**src/rtl/kgp_risc_pkg.sv**
```systemverilog
// Shared register-file constants and writeback requester IDs for the kgp RISC core.
// Contents: register address/data widths, register count, writeback source indices,
//           and a small index-wrap helper used by round-robin pointers.
package kgp_risc_pkg;

  localparam int unsigned REG_ADDR_W = 5;
  localparam int unsigned REG_DATA_W = 32;
  localparam int unsigned NUM_REGS   = 32;

  // Writeback requester indices on the register-file write arbiter
  localparam int unsigned REQ_ALU  = 0;
  localparam int unsigned REQ_MEM  = 1;
  localparam int unsigned REQ_LINK = 2;

  // Increment an index modulo n
  function automatic int unsigned wrapInc(input int unsigned idx, input int unsigned n);
    return (idx + 1 >= n) ? 0 : idx + 1;
  endfunction

endpackage

```
**src/rtl/rr_arbiter.sv**
```systemverilog
// Combinational round-robin arbiter.
// Ports:
//   req     in  NUM_REQ  request vector
//   ptr     in  IDX_W    highest-priority index this cycle
//   en      in  1        0: no grant issued
//   gnt     out NUM_REQ  one-hot grant (all zero when nothing granted)
//   gnt_idx out IDX_W    index of the granted requester (0 when none)
//   any_gnt out 1        a grant was issued
module rr_arbiter
  import kgp_risc_pkg::*;
#(
  parameter int unsigned NUM_REQ = 3,
  localparam int unsigned IDX_W  = (NUM_REQ > 1) ? $clog2(NUM_REQ) : 1
) (
  input  logic [NUM_REQ-1:0] req,
  input  logic [IDX_W-1:0]   ptr,
  input  logic               en,
  output logic [NUM_REQ-1:0] gnt,
  output logic [IDX_W-1:0]   gnt_idx,
  output logic               any_gnt
);

  localparam int N = int'(NUM_REQ);

  logic [2*NUM_REQ-1:0] reqDbl;

  // Search the doubled vector from ptr upward so the wrap-around needs no modulo
  always_comb begin
    gnt     = '0;
    gnt_idx = '0;
    any_gnt = 1'b0;
    reqDbl  = {req, req};
    if (en) begin
      for (int i = 0; i < 2 * N; i++) begin
        if (!any_gnt && (i >= int'(ptr)) && (i < int'(ptr) + N) && reqDbl[i]) begin
          any_gnt = 1'b1;
          gnt_idx = (i >= N) ? IDX_W'(i - N) : IDX_W'(i);
        end
      end
    end
    if (any_gnt) gnt[gnt_idx] = 1'b1;
  end

endmodule

```
**src/rtl/regfile_write_arbiter.sv**
```systemverilog
// Shares the register-file write port between NUM_REQ writeback sources with
// round-robin arbitration and a registered output stage; flags pending writes
// to the decode read addresses for stall logic.
// Ports:
//   clk, rst                   clock, synchronous active-high reset
//   stall                      1: no new grants this cycle
//   req_valid/req_ready        per-requester handshake (req_ready one-hot, combinational)
//   req_addr/req_data          packed per-requester target register and data
//   Write/WriteRegister/WriteData  registered register-file write port
//   rd_addr1/rd_addr2          decode read addresses
//   rd_pending1/rd_pending2    write to that address requested or in flight (combinational)
module regfile_write_arbiter
  import kgp_risc_pkg::*;
#(
  parameter int unsigned NUM_REQ = 3,
  parameter int unsigned ADDR_W  = REG_ADDR_W,
  parameter int unsigned DATA_W  = REG_DATA_W,
  parameter bit          DROP_R0 = 1'b1
) (
  input  logic                      clk,
  input  logic                      rst,
  input  logic                      stall,
  input  logic [NUM_REQ-1:0]        req_valid,
  output logic [NUM_REQ-1:0]        req_ready,
  input  logic [NUM_REQ*ADDR_W-1:0] req_addr,
  input  logic [NUM_REQ*DATA_W-1:0] req_data,
  output logic                      Write,
  output logic [ADDR_W-1:0]         WriteRegister,
  output logic [DATA_W-1:0]         WriteData,
  input  logic [ADDR_W-1:0]         rd_addr1,
  input  logic [ADDR_W-1:0]         rd_addr2,
  output logic                      rd_pending1,
  output logic                      rd_pending2
);

  localparam int unsigned IDX_W = (NUM_REQ > 1) ? $clog2(NUM_REQ) : 1;

  logic [IDX_W-1:0]  ptr;
  logic [IDX_W-1:0]  ptrNext;
  logic [IDX_W-1:0]  gntIdx;
  logic              anyGnt;
  logic [ADDR_W-1:0] selAddr;
  logic [DATA_W-1:0] selData;

  rr_arbiter #(.NUM_REQ(NUM_REQ)) uArb (
    .req     (req_valid),
    .ptr     (ptr),
    .en      (!rst && !stall),
    .gnt     (req_ready),
    .gnt_idx (gntIdx),
    .any_gnt (anyGnt)
  );

  // Winner's address/data and the pointer position just past it
  always_comb begin
    selAddr = '0;
    selData = '0;
    for (int i = 0; i < int'(NUM_REQ); i++) begin
      if (gntIdx == IDX_W'(i)) begin
        selAddr = req_addr[i*ADDR_W +: ADDR_W];
        selData = req_data[i*DATA_W +: DATA_W];
      end
    end
    ptrNext = IDX_W'(wrapInc(32'(gntIdx), NUM_REQ));
  end

  // Pointer and output stage; a register-0 write is consumed but not issued
  always_ff @(posedge clk) begin
    if (rst) begin
      ptr           <= '0;
      Write         <= 1'b0;
      WriteRegister <= '0;
      WriteData     <= '0;
    end else if (anyGnt) begin
      ptr           <= ptrNext;
      Write         <= !(DROP_R0 && (selAddr == '0));
      WriteRegister <= selAddr;
      WriteData     <= selData;
    end else begin
      Write <= 1'b0;
    end
  end

  // Hazard flags: in-flight write or any outstanding request to the read address
  always_comb begin
    rd_pending1 = Write && (WriteRegister == rd_addr1);
    rd_pending2 = Write && (WriteRegister == rd_addr2);
    for (int i = 0; i < int'(NUM_REQ); i++) begin
      if (req_valid[i] && (req_addr[i*ADDR_W +: ADDR_W] == rd_addr1)) rd_pending1 = 1'b1;
      if (req_valid[i] && (req_addr[i*ADDR_W +: ADDR_W] == rd_addr2)) rd_pending2 = 1'b1;
    end
    if (DROP_R0 && (rd_addr1 == '0)) rd_pending1 = 1'b0;
    if (DROP_R0 && (rd_addr2 == '0)) rd_pending2 = 1'b0;
  end

endmodule
```
**config.mk**
```make
export PLATFORM = sky130hd
export DESIGN_NAME = regfile_write_arbiter
export DESIGN_NICKNAME = d
export VERILOG_FILES = /design/src/rtl/kgp_risc_pkg.sv /design/src/rtl/rr_arbiter.sv /design/src/rtl/regfile_write_arbiter.sv
export SDC_FILE = /design/constraint.sdc
export NUM_CORES = 1
export LEC_CHECK = 0
export CORE_ASPECT_RATIO = 1.4
export CORE_MARGIN = 2
export CORE_UTILIZATION = 39
export CTS_CLUSTER_SIZE = 12
export DETAILED_ROUTE_END_ITERATION = 12
export PLACE_DENSITY_LB_ADDON = 0.15
export SETUP_SLACK_MARGIN = 0.2
export SLEW_MARGIN = 20
export SYNTH_ARGS = -nofsm -noshare
export SYNTH_HDL_FRONTEND = slang
export SYNTH_SLANG_ARGS = --single-unit
```
**constraint.sdc**
```tcl
create_clock -name clk -period 4.2 [get_ports clk]
set_input_delay 1.26 -clock clk [delete_from_list [all_inputs] [get_ports clk]]
set_output_delay 1.26 -clock clk [all_outputs]
set_load 0.1 [all_outputs]
```
==> reports/qor.yml <==
sta:
  finalHoldViolCount: 0
  worstMarginPinSlew_ps: 1040
  finalCritPeriodShare_pct: 94.8
  period_minus_slack_ps: 3980
  rsz0062_at_grt: "true"
  tns_ps: 0
  skew_ps: 10.3
  max_slew_margin_pct: 30.9
  max_clock_freq_ghz: 0.251
  hold_ws_ps: 461
  setup_viol: 0
  final-max-slew-violation-count: 0
worst_setup_path:
  r2r_cells: 10
  cp.required_ps: 2940
  cp-end-kind: "output port"
  cp-start-kind: "primary input"
  cp_data_arrival_time_ps: 2720
  critPathMaxFanout: 4
  critical_path_class: "primary input to output port"
  ff2ff_setup_slack_ps: 1040
  rr_startpoint: "ptr[0]$_SDFFE_PP0P_"
  timing.rr.end: "WriteData[1]$_SDFFE_PP0P_"
detailed_routing:
  wl_per_cell_um: 16.7
  avgViaCountPerCell: 5.51
  ant_nets: 0
  drcViolationCount: 0
  drtPass1Iterations: 5
  routed_wirelength_um: 9120
  drt_iter0_markers: 207
  dr_total_vias: 3008
floorplanning:
  dieHeight_um: 101
  die_area_um2: 7340
  start_util_pct: 39.8
  core_um2: 6530
  core.rowCount: 35
  fp.dieW_um: 73.0
  pin_count: 170
logic_synthesis:
  synth-warning-count: 0
  synth-main-ff-cell: "dfxtp_1"
  synthCells: 307
  synth_top_area_share_pct: 30.8
  synthXorXnorAreaFrac_pct: 13.5
  yosysMostFrequentCell: "dfxtp_1"
  async_flop_share_pct: 0
  synth_area_um2: 2600
  synthTopCellsByCount: "dfxtp_1, a21oi_1, nand3_1, xor2_1, a22o_1"
  muxShareOfSynthArea_pct: 0.433
  synthTopCellsByArea: "dfxtp_1, xor2_1, a22o_1"
  synth-simple-area-share_pct: 15.4
  synth_compound_area_share_pct: 30.1
  synth-seq-cells: 40
  yosysTopAreaCell: "dfxtp_1"
  avgSynthCellArea_um2: 8.46
  synth_top_family_by_area: "compound AO/OA/AOI/OAI gates"
  syn_nets: 439
  synth_fa_ha_area_share_pct: 2.41
  synth_edf_count: 0
  synth.distinct_cells: 43
  ys_seq_area_share_pct: 30.8
global_routing:
  grt_pass1_wl_um: 14100
  antenna_found_initial: 0
  overflow: 0
  grt_max_degree: 65
  first_global_vias: 2950
  track_usage_pct: 24.0
worst_hold_path:
  hp-class: "register to register"
  min_to: "WriteData[24]$_SDFFE_PP0P_"
  holdCritStartpoint: "WriteData[24]$_SDFFE_PP0P_"
  holdPathStages: 2
cts:
  cts-root-buf: "clkbuf_8"
  cts_buffers: 5
  clk_path_buf_depth: 2
  htree_num_levels: 2
  holdBufCountCts: 0
  clock_latency_ps: 290
  clk_pin_slew_ps: 80
  cts_sinks: 40
  cts_tree: "built"
placed_design:
  portBuffers: 169
  dpl.hpwl_um: 6960
  dp_cells: 534
  placed_cell_area_um2: 4400
  gp_congestion: 0.881
cells_and_area:
  antenna_cells: 0
  nets: 603
  stdcell_count: 546
  layout-area-overhead-vs-synth_pct: 75.2
  final_cell_area_um2: 4550
  drive_above_1_share_pct: 10.8
  nFillCells: 547
power_and_ir_drop:
  cellPowerDensity_nw_per_um2: 311
  max-vdd-ir-drop_v: 0.000228
  power.leakage_nw: 1.79
flow_run:
  drv_cap: 0
status:
  outcome: "complete, no violations"
==> metal layers <==
layer / GRT usage, % / share of wire, %
met5: 0 / 0
met4: 7.69 / 2.2
met3: 6.60 / 7.0
met2: 43.1 / 54
met1: 26.9 / 37
==> cell families (layout without fill, tap and decap cells) <==
kind of cell | after synthesis | count (layout)
AO/OA/AOI/OAI | 112 | 112
XOR/XNOR | 40 | 40
adder cells (fa/ha/maj) | 5 | 5
buffers and inverters | 37 | 202
flip-flops | 40 | 40
multiplexers | 1 | 1
AND/OR/NAND/NOR | 72 | 72
==> per-stage QoR <==
step           total power, mW  setup slack [ps]  util (%)
3_5_place_dp              1.10              77.3      67.4
4_1_cts                   1.42               182      69.2
3_3_place_gp              1.09               112      67.4
5_1_grt                   1.48               146      69.8
2_1_floorplan            0.856               321         -
6_report                  1.41               219      69.8
==> state kept, by name (all words and copies together), names as in the netlist <==
register / flops
Write: 1
WriteData: 32
WriteRegister: 5
ptr: 2
==> how the worst max path moves through the flow <==
stage,slack [ps],startpoint,depth (start not counted),to
finish,220,req_valid[2],7,req_ready[2]
global route,150,req_valid[2],7,req_ready[2]
CTS,180,req_addr[10],7,rd_pending1
detailed placement,80,rd_addr1[0],7,rd_pending1
global placement,110,rd_addr1[0],7,rd_pending1
floorplan,320,rst,6,req_ready[0]
==> layout make-up <==
cell class              count  area, um2  share of cell area, %
repair buffers            190       1890                   41.5
inverters                   4       15.0                  0.330
clock inverters             3       46.3                   1.02
multi-input cells         230       1640                   36.1
well taps                  74       92.6                   2.03
clock buffers               5       68.8                   1.51
flip-flops and latches     40        801                   17.6
==> repair_timing <==
| action | in CTS | in global routing |
|---|---|---|
| pin swaps | 3 | 7 |
| resized for setup | 22 | 8 |
| endpoints found under the setup margin | 3 | 4 |
| buffers inserted | 2 | 2 |
==> where the power goes <==
group,internal [mW],total [mW],switching [mW]
registers,0.414,0.438,0.0248
clock network,0.179,0.321,0.142
logic,0.246,0.655,0.409
total,0.839,1.41,0.576
==> placed cells by master, fill, tap and decap left out, types with 5 or more instances in the layout <==
| master | synthesis | layout |
|---|---|---|
| a222oi_1 | 12 | 12 |
| dlygate4sd2_1 | 0 | 20 |
| a22o_1 | 24 | 24 |
| ha_1 | 5 | 5 |
| a21oi_1 | 37 | 37 |
| dfxtp_1 | 40 | 40 |
| xnor2_1 | 8 | 8 |
| nor4_1 | 9 | 8 |
| nand3_1 | 32 | 32 |
| o21ai_0 | 22 | 22 |
| nand2_1 | 13 | 13 |
| clkbuf_8 | 0 | 5 |
| xor2_1 | 32 | 32 |
| buf_12 | 0 | 5 |
| dlymetal6s2s_1 | 0 | 5 |
| buf_4 | 5 | 21 |
| clkdlybuf4s50_1 | 0 | 139 |
==> worst max-delay path: stages <==
cell,delay [ps]
clkdlybuf4s50_1,490
buf_4,140
nand3b_1,90
o2bb2ai_2,180
and3b_2,250
buf_4,140
buf_12,170
Power figures use the tool's default switching activity.
